## src/rtl/interboard_pkg.sv

```systemverilog
// Shared definitions for the inter-board transmit scheduler: message layout,
// the end-of-turn code and the scheduler FSM encoding.
package interboard_pkg;

  localparam int MOVE_DIR_W = 1;
  localparam int BLOCK_X_W  = 5;
  localparam int BLOCK_Y_W  = 3;
  localparam int MSG_TYPE_W = 4;
  localparam int CARD_W     = 6;
  localparam int SEL_LEN_W  = 3;
  localparam int MSG_W      = MOVE_DIR_W + BLOCK_X_W + BLOCK_Y_W + MSG_TYPE_W + CARD_W + SEL_LEN_W;

  localparam logic [MSG_TYPE_W-1:0] MSG_END_TURN = 4'hF;

  typedef enum logic [2:0] {
    ST_IDLE,
    ST_ISSUE,
    ST_WAIT_ACCEPT,
    ST_WAIT_DONE,
    ST_ERROR
  } tx_state_t;

  // Packed layout is {move_dir, block_x, block_y, msg_type, card, sel_len}.
  function automatic logic [MSG_TYPE_W-1:0] msg_type_of(input logic [MSG_W-1:0] msg);
    return msg[CARD_W+SEL_LEN_W +: MSG_TYPE_W];
  endfunction

endpackage

```

## src/rtl/interboard_tx_scheduler_msg_fifo.sv

```systemverilog
// Outgoing message queue: power-of-two depth, simultaneous push/pop allowed
// even when full, synchronous flush that wins over a same-cycle push.
module msg_fifo #(
  parameter int WIDTH = 22,
  parameter int DEPTH = 4
) (
  input  logic             clk,
  input  logic             rst_n,
  input  logic             flush,
  input  logic             push,
  input  logic             pop,
  input  logic [WIDTH-1:0] wdata,
  output logic [WIDTH-1:0] rdata,
  output logic             full,
  output logic             empty
);

  localparam int AW = (DEPTH > 1) ? $clog2(DEPTH) : 1;
  localparam logic [AW:0] FULL_CNT = (AW+1)'(DEPTH);

  logic [WIDTH-1:0] mem [DEPTH];
  logic [AW-1:0]    rd_ptr;
  logic [AW-1:0]    wr_ptr;
  logic [AW:0]      count;
  logic             do_push;
  logic             do_pop;

  assign empty   = (count == '0);
  assign full    = (count == FULL_CNT);
  assign do_pop  = pop && !empty && !flush;
  assign do_push = push && !flush && (!full || do_pop);
  assign rdata   = mem[rd_ptr];

  always_ff @(posedge clk) begin
    if (!rst_n || flush) begin
      rd_ptr <= '0;
      wr_ptr <= '0;
      count  <= '0;
    end else begin
      if (do_push) wr_ptr <= wr_ptr + AW'(1);
      if (do_pop)  rd_ptr <= rd_ptr + AW'(1);
      case ({do_push, do_pop})
        2'b10:   count <= count + (AW+1)'(1);
        2'b01:   count <= count - (AW+1)'(1);
        default: count <= count;
      endcase
    end
  end

  // Storage needs no reset; the pointers define what is valid.
  always_ff @(posedge clk) begin
    if (do_push) mem[wr_ptr] <= wdata;
  end

endmodule

```

## src/rtl/interboard_tx_scheduler.sv

```systemverilog
// Queues GameControl messages and issues them one at a time to the
// communication top while this board holds the turn, with accept timeout/retry.
module interboard_tx_scheduler
  import interboard_pkg::*;
#(
  parameter int DEPTH          = 4,
  parameter int ACCEPT_TIMEOUT = 15,
  parameter int MAX_RETRY      = 3,
  parameter bit START_TX       = 1'b1
) (
  input  logic                  clk,
  input  logic                  rst_n,
  input  logic                  gc_en,
  input  logic                  gc_move_dir,
  input  logic [BLOCK_X_W-1:0]  gc_block_x,
  input  logic [BLOCK_Y_W-1:0]  gc_block_y,
  input  logic [MSG_TYPE_W-1:0] gc_msg_type,
  input  logic [CARD_W-1:0]     gc_card,
  input  logic [SEL_LEN_W-1:0]  gc_sel_len,
  input  logic                  inter_ready,
  input  logic                  interboard_en,
  input  logic [MSG_TYPE_W-1:0] interboard_msg_type,
  input  logic                  interboard_rst,
  output logic                  transmit,
  output logic                  ctrl_en,
  output logic                  ctrl_move_dir,
  output logic [BLOCK_X_W-1:0]  ctrl_block_x,
  output logic [BLOCK_Y_W-1:0]  ctrl_block_y,
  output logic [MSG_TYPE_W-1:0] ctrl_msg_type,
  output logic [CARD_W-1:0]     ctrl_card,
  output logic [SEL_LEN_W-1:0]  ctrl_sel_len,
  output logic                  q_full,
  output logic                  q_empty,
  output logic                  overflow,
  output logic                  link_err
);

  localparam int TO_W = (ACCEPT_TIMEOUT > 0) ? $clog2(ACCEPT_TIMEOUT + 1) : 1;
  localparam int RT_W = (MAX_RETRY > 0) ? $clog2(MAX_RETRY + 1) : 1;
  localparam logic [TO_W-1:0] TO_LIMIT  = TO_W'(ACCEPT_TIMEOUT);
  localparam logic [RT_W-1:0] RT_LIMIT  = RT_W'(MAX_RETRY);

  tx_state_t        state;
  tx_state_t        state_next;
  logic [TO_W-1:0]  to_cnt;
  logic [RT_W-1:0]  retry_cnt;
  logic [MSG_W-1:0] wr_msg;
  logic [MSG_W-1:0] head_msg;
  logic             pop;
  logic             to_clr;
  logic             to_inc;
  logic             retry_inc;
  logic             retry_clr;
  logic             set_err;

  assign wr_msg = {gc_move_dir, gc_block_x, gc_block_y, gc_msg_type, gc_card, gc_sel_len};
  assign {ctrl_move_dir, ctrl_block_x, ctrl_block_y, ctrl_msg_type, ctrl_card, ctrl_sel_len} = head_msg;

  msg_fifo #(
    .WIDTH (MSG_W),
    .DEPTH (DEPTH)
  ) u_fifo (
    .clk   (clk),
    .rst_n (rst_n),
    .flush (interboard_rst),
    .push  (gc_en),
    .pop   (pop),
    .wdata (wr_msg),
    .rdata (head_msg),
    .full  (q_full),
    .empty (q_empty)
  );

  always_comb begin
    state_next = state;
    ctrl_en    = 1'b0;
    pop        = 1'b0;
    to_clr     = 1'b0;
    to_inc     = 1'b0;
    retry_inc  = 1'b0;
    retry_clr  = 1'b0;
    set_err    = 1'b0;
    unique case (state)
      ST_IDLE: begin
        if (transmit && !q_empty && inter_ready && !link_err) state_next = ST_ISSUE;
      end
      ST_ISSUE: begin
        ctrl_en    = 1'b1;
        to_clr     = 1'b1;
        state_next = ST_WAIT_ACCEPT;
      end
      ST_WAIT_ACCEPT: begin
        if (!inter_ready) begin
          state_next = ST_WAIT_DONE;
        end else if (to_cnt == TO_LIMIT) begin
          // Retries exhausted: give up on the link for good.
          if (retry_cnt == RT_LIMIT) begin
            set_err    = 1'b1;
            state_next = ST_ERROR;
          end else begin
            retry_inc  = 1'b1;
            state_next = ST_ISSUE;
          end
        end else begin
          to_inc = 1'b1;
        end
      end
      ST_WAIT_DONE: begin
        if (inter_ready) begin
          pop        = 1'b1;
          retry_clr  = 1'b1;
          state_next = ST_IDLE;
        end
      end
      ST_ERROR: state_next = ST_ERROR;
      default:  state_next = ST_IDLE;
    endcase
  end

  always_ff @(posedge clk) begin
    if (!rst_n || interboard_rst) begin
      state     <= ST_IDLE;
      to_cnt    <= '0;
      retry_cnt <= '0;
      link_err  <= 1'b0;
      overflow  <= 1'b0;
      transmit  <= START_TX;
    end else begin
      state <= state_next;
      if (to_clr)      to_cnt <= '0;
      else if (to_inc) to_cnt <= to_cnt + TO_W'(1);
      if (retry_clr)      retry_cnt <= '0;
      else if (retry_inc) retry_cnt <= retry_cnt + RT_W'(1);
      if (set_err) link_err <= 1'b1;
      overflow <= gc_en && q_full && !pop;
      // Sending END_TURN hands the turn over; the peer's END_TURN hands it back.
      if (pop && (msg_type_of(head_msg) == MSG_END_TURN))
        transmit <= 1'b0;
      else if (!transmit && interboard_en && (interboard_msg_type == MSG_END_TURN))
        transmit <= 1'b1;
    end
  end

endmodule

```

## config.mk

```make
export PLATFORM = sky130hd
export DESIGN_NAME = interboard_tx_scheduler
export DESIGN_NICKNAME = d
export VERILOG_FILES = /design/src/rtl/interboard_pkg.sv /design/src/rtl/interboard_tx_scheduler_msg_fifo.sv /design/src/rtl/interboard_tx_scheduler.sv
export SDC_FILE = /design/constraint.sdc
export NUM_CORES = 1
export LEC_CHECK = 0
export ABC_AREA = 1
export CAP_MARGIN = 0
export CORE_MARGIN = 4
export CORE_UTILIZATION = 40
export CTS_CLUSTER_SIZE = 20
export DETAILED_ROUTE_END_ITERATION = 10
export PLACE_DENSITY_LB_ADDON = 0.25
export SLEW_MARGIN = 20
export SYNTH_ARGS = -nofsm -noshare
export SYNTH_HDL_FRONTEND = slang
export SYNTH_SLANG_ARGS = --single-unit
```

## constraint.sdc

```tcl
create_clock -name clk -period 1.97 [get_ports clk]
set_input_delay 0.197 -clock clk [delete_from_list [all_inputs] [get_ports clk]]
set_output_delay 0.197 -clock clk [all_outputs]
set_load 0.005 [all_outputs]
```

==> flow_metrics.tcl, run 1 <==
set metrics [dict create \
    ys_warn_count 0 \
    clock.fmax_ghz 0.536 \
    max-cap-violations 0 \
    ir_drop_mv 0.452 \
    clk_path_buf_depth 2 \
    cts-htree-levels 3 \
    grt_pass1_wl_mm 15.1 \
    p_seq_share_pct 63.0 \
    initial_utilization_pct 41.0 \
    die_x_um 113 \
    portBuffers 59 \
    grt_pass1_vias 3094 \
    num_vias 3035 \
    cts_num_sinks 109 \
    post-route-period-util_pct 94.8 \
    die_h_um 113 \
    drc 0 \
    hold_path_class "input pin to flip-flop" \
    min_path_cells 1 \
    hold_start "gc_card[5]" \
    intPower_mw 3.11 \
    async_reset_ff_share_pct 0 \
    cp.required_ns 1.77 \
    p_leak_nw 2.11 \
    switching_share_pct 22.3 \
    finClkSkew_ns 0.00685 \
    layout.nets 495 \
    grt_max_degree 29 \
    reg2reg_depth 10 \
    rsz0062_at_grt "false" \
    place_ws_ns 0.0288 \
    drive_gt1_share_pct 16.3 \
    synth_edf_count 88 \
    post-route-min-period_ns 1.87 \
    crit_type "flip-flop to primary output" \
    cts_buffers 9 \
    cts.root.buffer_cell "clkbuf_8" \
    setup_ws_ns 0.103 \
    slew_headroom_pct 80.2 \
    p_sw_mw 0.891 \
    wl_per_cell_um 15.4 \
    cts_tree "built" \
    start_kind "flip-flop" \
    antenna_cells 0 \
    hold_buffers 0 \
    clkPwrFrac_pct 31.3 \
    firstDrtPassIters 4 \
    end_kind "primary output" \
    worstPathCellList "inv_1 -> nor3_1 -> clkdlybuf4s50_1" \
    synth_top_area_cell "edfxtp_1" \
    synth_xor_area_share_pct 0.197 \
    grt-ovfl-total 0 \
    synth.top_cell.area_share_pct 59.4 \
    dieArea_um2 12900 \
    min_to "u_fifo.mem[3][8]" \
    grt_usage_pct 15.0 \
    area_growth_pct 26.6 \
    via_per_inst 5.05 \
    placementRows 38 \
    outcome "finished, final reports clean" \
    avgSynthCellArea_um2 11.8 \
    syn_inst 377 \
    synth_compound_area_share_pct 10.0 \
    synth-seq-cells 109 \
    synth_fa_ha_area_share_pct 2.14 \
    setup_viol 0 \
    syn_nets 416 \
    final_cells 601 \
    antenna_found_initial 0 \
    synth_most_common_cell "edfxtp_1" \
    synth_commonest_cells "edfxtp_1, nor2_1, o21ai_0" \
    r2r_setup_slack_ns 0.21 \
    wl_mm 9.26 \
    final_util_pct 51.9 \
    drtIter0Drc 167 \
    ant_nets 0 \
    arrival_ns 1.67 \
    synth_area_um2 4450 \
    reg2reg_from "state[1]" \
    post-place-cells 582 \
    clk_latency_ns 0.36 \
    final-hold-violation-count 0 \
    synthTopCellsByArea "edfxtp_1, dfxtp_1, nor2_1" \
    synthMuxAreaShare_pct 0 \
    tightest_slew_ns 0.295 \
    path_max_fanout 4 \
    power_density_nw_per_um2 711 \
    placeableCoreArea_um2 10800 \
    synth_top_family_by_area "simple AND/OR/NAND/NOR gates" \
    place.gp.congestion 0.785 \
    slowest_delay_ns 0.58 \
    ios 60 \
    r2r-end "u_fifo.count[2]" \
    yosysUniqueCellTypes 36 \
    crit_slowest_cell "clkdlybuf4s50_1" \
    finalMaxSlewViolations 0 \
    clk_pin_slew_ns 0.10 \
    pwr-share-comb_pct 5.7 \
    synthFlopType "edfxtp_1" \
    seq_area_frac_synth_pct 68.9 \
    synth-simple-area-share_pct 14.1 \
    dp_hpwl_mm 6.30 \
]
## cell families after synthesis
group	after synthesis
adders and majority gates	7
and+or+nand+nor	133
AOI/OAI and AO/OA	80
buffers and inverters	47
DFF	109
xor gates and xnor gates	1
## routing by layer
metal	global-route usage [%]	part of all wire, %	vias to the layer above
met5	0	0	-
met4	4.89	1.2	0
met3	2.81	3.4	9
met2	25.8	49	57
met1	19.1	47	1481
li1	-	-	1488
## sequential cells by signal, indices dropped and copies added (netlist names), named ones only
register	count
link_err	1
overflow	1
retry_cnt	2
state	3
to_cnt	4
transmit	1
u_fifo.count	3
u_fifo.mem	88
u_fifo.rd_ptr	2
u_fifo.wr_ptr	2
## layout make-up
cell class / instances / area [um2]
Tap cell: 140 / 175
Inverter: 33 / 145
Timing Repair Buffer: 81 / 838
Clock buffer: 9 / 124
Fill cell: 957 / 5210
Multi-Input combinational cell: 221 / 1190
Sequential cell: 109 / 3070
Timing Repair inverter: 1 / 16.3
Clock inverter: 7 / 60.1
## worst max path at each step
| stage | startpoint | to | slack (ns) | cells past startpoint |
|---|---|---|---|---|
| 3_5_place_dp | inter_ready | u_fifo.mem[3][17] | 0.03 | 8 |
| 3_3_place_gp | inter_ready | u_fifo.count[2] | 0.08 | 9 |
| 2_1_floorplan | state[1] | u_fifo.mem[0][0] | -0.22 | 7 |
| 5_1_grt | state[0] | ctrl_en | 0.02 | 3 |
| 6_report | state[0] | ctrl_en | 0.10 | 3 |
| 4_1_cts | flip-flop | ctrl_msg_type[0] | -0.005 | 7 |
## through the flow
step           instance area [um2]  TNS [ns]  power, mW  hold slack [ns]
5_1_grt                       5630         0       4.16            0.475
3_5_place_dp                  5320         0       2.82            0.461
3_3_place_gp                  5320         0       2.82            0.452
2_1_floorplan                 4450    -19.15       2.65            0.296
4_1_cts                       5580  -0.00879       4.05            0.460
6_report                      5630         0       4.00            0.470
## power by group through the flow
stage               Sequential, mW  Combinational, mW  Clock (mW)
finish                        2.52              0.228        1.25
global route                  2.53              0.251        1.38
CTS                           2.53              0.235        1.29
detailed placement            2.58              0.240           0
global placement              2.58              0.236           0
floorplan                     2.58             0.0729           0
## cell usage in the layout, fill, tap and decap left out, types with 13 or more instances in the layout
cell             Yosys  routed
dlymetal6s2s_1       0      13
nand2_1             32      31
dfxtp_1             21      18
o22ai_1             18      18
clkdlybuf4s50_1      0      37
inv_1               25      25
nor2_1              60      56
nand3_1             18      17
o21ai_0             43      43
buf_4                3      16
edfxtp_1            88      88
## worst max-delay path, delay by kind of cell, from the launching register on
family,cells,cell delay (ns)
buf+inv,2,0.68
flops,1,0.40
simple gates,1,0.24
## what timing repair did
action,CTS,global route
gates resized for setup,29,15
setup endpoints to repair,22,14
cloned,1,0
buffers inserted,1,1
pin swaps,1,1
(Power assumes the default switching activity.)
==> run 2, diff against run 1 <==
--- a/config.mk
+++ b/config.mk
@@ -11,8 +11,10 @@
 export CORE_UTILIZATION = 40
 export CTS_CLUSTER_SIZE = 20
 export DETAILED_ROUTE_END_ITERATION = 10
+export HOLD_SLACK_MARGIN = 0.12
 export PLACE_DENSITY_LB_ADDON = 0.25
-export SLEW_MARGIN = 20
+export SLEW_MARGIN = 25
 export SYNTH_ARGS = -nofsm -noshare
 export SYNTH_HDL_FRONTEND = slang
 export SYNTH_SLANG_ARGS = --single-unit
+export TNS_END_PERCENT = 1
==> run 2 against run 1 <==
Against the previous run:
- die area unchanged
- largest power group unchanged
- largest cell class unchanged
- sequential power about the same
- critical endpoint is now ctrl_msg_type[2]
- fmax is 5.0% lower
==> flow_metrics.tcl, run 2 (synthesis results as in run 1) <==
set metrics [dict create \
    outcome "finished, final reports clean" \
    layout.nets 494 \
    wl_per_cell_um 15.3 \
    place.gp.congestion 0.785 \
    grt_usage_pct 14.7 \
    dieArea_um2 12900 \
    grt_max_degree 45 \
    wl_mm 9.17 \
    clk_pin_slew_ns 0.10 \
    r2r-end "u_fifo.count[2]" \
    post-route-period-util_pct 99.7 \
    num_vias 3034 \
    setup_viol 0 \
    ant_nets 0 \
    clk_path_buf_depth 2 \
    arrival_ns 1.77 \
    hold_slack_ns 0.475 \
    rsz0062_at_grt "true" \
    antenna_cells 0 \
    tightest_slew_ns 0.296 \
    antenna_found_initial 0 \
    max-cap-violations 0 \
    hold_buffers 0 \
    reg2reg_depth 10 \
    via_per_inst 5.06 \
    path_max_fanout 8 \
    area_growth_pct 25.6 \
    finClkSkew_ns 0.00738 \
    p_leak_nw 2.02 \
    cts_num_sinks 109 \
    min_path_cells 1 \
    initial_utilization_pct 41.0 \
    end_kind "primary output" \
    ios 60 \
    cts.root.buffer_cell "clkbuf_8" \
    portBuffers 59 \
    largest_registers "u_fifo.mem: 88 flops, to_cnt: 4 flops" \
    slew_headroom_pct 80.2 \
    crit_type "flip-flop to primary output" \
    post-route-min-period_ns 1.97 \
    clk_latency_ns 0.36 \
    dp_hpwl_mm 6.30 \
    reg2reg_from "state[1]" \
    largest_reg_flops 88 \
    final_cell_mix "edfxtp_1, nor2_1, clkdlybuf4s50_1" \
    cts_buffers 9 \
    power_mw 4.00 \
    finalMaxSlewViolations 0 \
    cp.required_ns 1.77 \
    firstDrtPassIters 6 \
    ir_drop_mv 0.451 \
    final_common_cell "edfxtp_1" \
    drive_gt1_share_pct 15.7 \
    clock.fmax_ghz 0.509 \
    cp-endpoint "ctrl_msg_type[2]" \
    power_density_nw_per_um2 716 \
    grt-ovfl-total 0 \
    drtIter0Drc 188 \
    max_flop_register "u_fifo.mem" \
    grt_pass1_wl_mm 14.9 \
    die_x_um 113 \
    placementRows 38 \
    hold_path_class "input pin to flip-flop" \
    cts_tree "built" \
    die_h_um 113 \
    final-hold-violation-count 0 \
    start_kind "flip-flop" \
    r2r_setup_slack_ns 0.21 \
    placeableCoreArea_um2 10800 \
    grt_pass1_vias 3048 \
    cts-htree-levels 3 \
    drc 0 \
]
run 2: how the worst min path moves through the flow:
stage | from | endpoint | slack (ns)
6_report | gc_card[5] | u_fifo.mem[2][8] | 0.48
3_5_place_dp | u_fifo.rd_ptr[1] | flip-flop | 0.46
3_3_place_gp | u_fifo.rd_ptr[1] | flip-flop | 0.45
5_1_grt | gc_sel_len[0] | u_fifo.mem[3][0] | 0.47
4_1_cts | gc_card[5] | u_fifo.mem[2][8] | 0.46
2_1_floorplan | gc_sel_len[0] | u_fifo.mem[0][0] | 0.30
run 2: what timing repair did:
action	in CTS	in global routing
resized for setup	20	17
setup buffers	0	1
setup endpoints to repair	22	14
gates cloned	0	1
run 2: layout make-up:
| type | count | area [um2] |
|---|---|---|
| inverters | 33 | 141 |
| repair buffers | 81 | 821 |
| multi-input cells | 221 | 1190 |
| flip-flops and latches | 109 | 3070 |
| well taps | 140 | 175 |
| fillers | 967 | 5260 |
| clock inverters | 7 | 60.1 |
| clock buffers | 9 | 124 |
run 2: routing by layer:
| layer | share of wire [%] | track usage, % | routed length, um |
|---|---|---|---|
| met4 | 1.2 | 4.81 | 113 |
| met5 | 0 | 0 | 0 |
| met1 | 46 | 18.8 | 4180 |
| met2 | 50 | 25.4 | 4560 |
| met3 | 3.4 | 2.76 | 308 |
run 2: report_power, final:
group          total, mW  internal (mW)  switching [mW]
Sequential          2.52           2.51         0.00988
Clock               1.25          0.480           0.765
Combinational      0.229          0.121           0.109
run 2: metrics by stage:
| stage | setup TNS [ns] | utilization [%] | area (um2) | setup slack, ns | std cells |
|---|---|---|---|---|---|
| 2_1_floorplan | -19.15 | - | 4450 | -0.218 | 377 |
| 3_3_place_gp | 0 | 49.1 | 5320 | 0.0761 | 582 |
| 3_5_place_dp | 0 | 49.1 | 5320 | 0.0288 | 582 |
| 4_1_cts | -0.103 | 50.9 | 5520 | -0.0602 | 598 |
| 5_1_grt | -0.334 | 51.5 | 5580 | -0.0824 | 600 |
| 6_report | 0 | 51.5 | 5580 | 0.00500 | 600 |
run 2: worst max-delay path, cell delays in order (launching register included):
cell and delay (ns):
dfxtp_4 0.43, buf_4 0.18, nand2_1 0.05, nand3_1 0.09, nand2_1 0.10, inv_1 0.07, clkdlybuf4s50_1 0.49
==> run 3, diff against run 2 <==
--- a/config.mk
+++ b/config.mk
@@ -7,8 +7,10 @@
 export LEC_CHECK = 0
 export ABC_AREA = 1
 export CAP_MARGIN = 0
+export CORE_ASPECT_RATIO = 1.75
 export CORE_MARGIN = 4
 export CORE_UTILIZATION = 40
+export CTS_BUF_LIST = sky130_fd_sc_hd__clkbuf_4
 export CTS_CLUSTER_SIZE = 20
 export DETAILED_ROUTE_END_ITERATION = 10
 export HOLD_SLACK_MARGIN = 0.12
==> run 3 against run 2 <==
Against the previous run:
- the flow now finishes with violations (negative setup slack)
- global-route usage about the same
- worst hold slack worse by 0.10 ns
- register-to-register slack about the same
- utilization down 0.059 points
- critical path type unchanged
==> flow_metrics.tcl, run 3 (synthesis results as in run 1) <==
set metrics [dict create \
    firstDrtPassIters 4 \
    tightest_slew_ns 0.291 \
    p_leak_nw 2.06 \
    cp.required_ns 1.77 \
    wl_per_cell_um 15.2 \
    wl_mm 8.93 \
    p_seq_share_pct 68.0 \
    clkPwrFrac_pct 25.9 \
    initial_utilization_pct 41.3 \
    drive_gt1_share_pct 16.2 \
    final_cell_mix "edfxtp_1, nor2_1, o21ai_0" \
    reg2reg_depth 10 \
    ant_nets 0 \
    grt_max_degree 23 \
    final_common_cell "edfxtp_1" \
    final_util_pct 51.4 \
    finalMaxSlewViolations 0 \
    setup_ws_ns -0.0994 \
    grt_pass1_vias 3080 \
    finClkSkew_ns 0.0223 \
    placeableCoreArea_um2 10800 \
    hold_path_class "input pin to flip-flop" \
    clk_latency_ns 0.45 \
    cts.root.buffer_cell "clkbuf_4" \
    p_sw_mw 0.813 \
    clk_path_buf_depth 2 \
    post-route-min-period_ns 2.07 \
    die_h_um 147 \
    cts_buffers 9 \
    clock.fmax_ghz 0.483 \
    clk_pin_slew_ns 0.15 \
    post-route-period-util_pct 105 \
    start_kind "flip-flop" \
    layout.nets 490 \
    outcome "complete, but fails checks" \
    die_x_um 87.7 \
    placementRows 50 \
    drtIter0Drc 140 \
    pwr-share-comb_pct 6.1 \
    end_kind "primary output" \
    min_path_cells 1 \
    grt_usage_pct 14.7 \
    cts_tree "built" \
    violations "negative setup slack" \
    largest_registers "u_fifo.mem: 88 flops, to_cnt: 4 flops" \
    final-hold-violation-count 0 \
    grt_pass1_wl_mm 14.7 \
    via_per_inst 5.11 \
    num_vias 2997 \
    dieArea_um2 12900 \
    setup_viol 6 \
    rsz0062_at_grt "true" \
    largest_reg_flops 88 \
    area_growth_pct 24.5 \
    antenna_cells 0 \
    crit_type "flip-flop to primary output" \
    power_mw 3.71 \
    arrival_ns 1.87 \
    switching_share_pct 21.9 \
    hold_buffers 0 \
    ir_drop_mv 0.304 \
    drc 0 \
    intPower_mw 2.90 \
    cts-htree-levels 3 \
    place.gp.congestion 0.846 \
    path_max_fanout 16 \
    dp_hpwl_mm 6.20 \
    antenna_found_initial 0 \
    max-cap-violations 0 \
    ios 60 \
    power_density_nw_per_um2 671 \
    max_flop_register "u_fifo.mem" \
    slew_headroom_pct 80.6 \
    grt-ovfl-total 0 \
    portBuffers 59 \
    cts_num_sinks 109 \
]
-- run 3: what timing repair did --
item	4_1_cts	5_1_grt
cloned	1	0
setup endpoints to repair	24	22
buffers inserted	1	0
gates resized for setup	18	22
pin swaps	1	1
-- run 3: final timing paths --
path               startpoint               end  slack (ns)
max                 flip-flop      ctrl_card[4]        -0.1
min            gc_msg_type[0]  u_fifo.mem[1][9]        0.37
max reg2reg          state[0]   u_fifo.count[2]        0.20
min reg2reg  u_fifo.rd_ptr[1]         flip-flop        0.45
-- run 3: power groups by stage --
stage | clock (mW) | sequential [mW] | combinational (mW)
finish | 0.962 | 2.53 | 0.226
global route | 1.12 | 2.53 | 0.247
CTS | 1.00 | 2.53 | 0.233
detailed placement | 0 | 2.58 | 0.234
global placement | 0 | 2.58 | 0.229
floorplan | 0 | 2.58 | 0.0729
-- run 3: cell type report --
type | count | area [um2]
Fill cell | 969 | 5230
Sequential cell | 109 | 3070
Multi-Input combinational cell | 221 | 1210
Timing Repair Buffer | 76 | 832
Tap cell | 130 | 163
Inverter | 33 | 136
Clock buffer | 9 | 67.6
Clock inverter | 7 | 48.8
Timing Repair inverter | 1 | 8.76
-- run 3: per-layer routing --
metal,vias to the layer above,track usage [%],part of all wire (%)
met5,-,0,0
met4,0,5.53,1.8
met3,14,3.18,5.2
met2,72,27.0,55
met1,1429,16.2,38
li1,1482,-,-
-- run 3: metrics by stage --
stage | hold WS [ns] | setup WS [ns] | instances | TNS (ns) | cell area [um2]
after global routing | 0.319 | -0.235 | 586 | -1.42 | 5540
after CTS | 0.338 | -0.166 | 586 | -2.59 | 5480
after global placement | 0.454 | 0.0289 | 568 | 0 | 5310
after detailed placement | 0.458 | -0.00872 | 568 | -0.00872 | 5310
after floorplan | 0.296 | -0.218 | 377 | -19.15 | 4450
final | 0.370 | -0.0994 | 586 | -0.486 | 5540
-- run 3: worst max-delay path, cell delays in order, from the launching register on --
cell and delay (ns):
dfxtp_4 0.42, inv_8 0.11, buf_12 0.14, o21ai_0 0.08
o22ai_1 0.15, clkdlybuf4s50_1 0.53
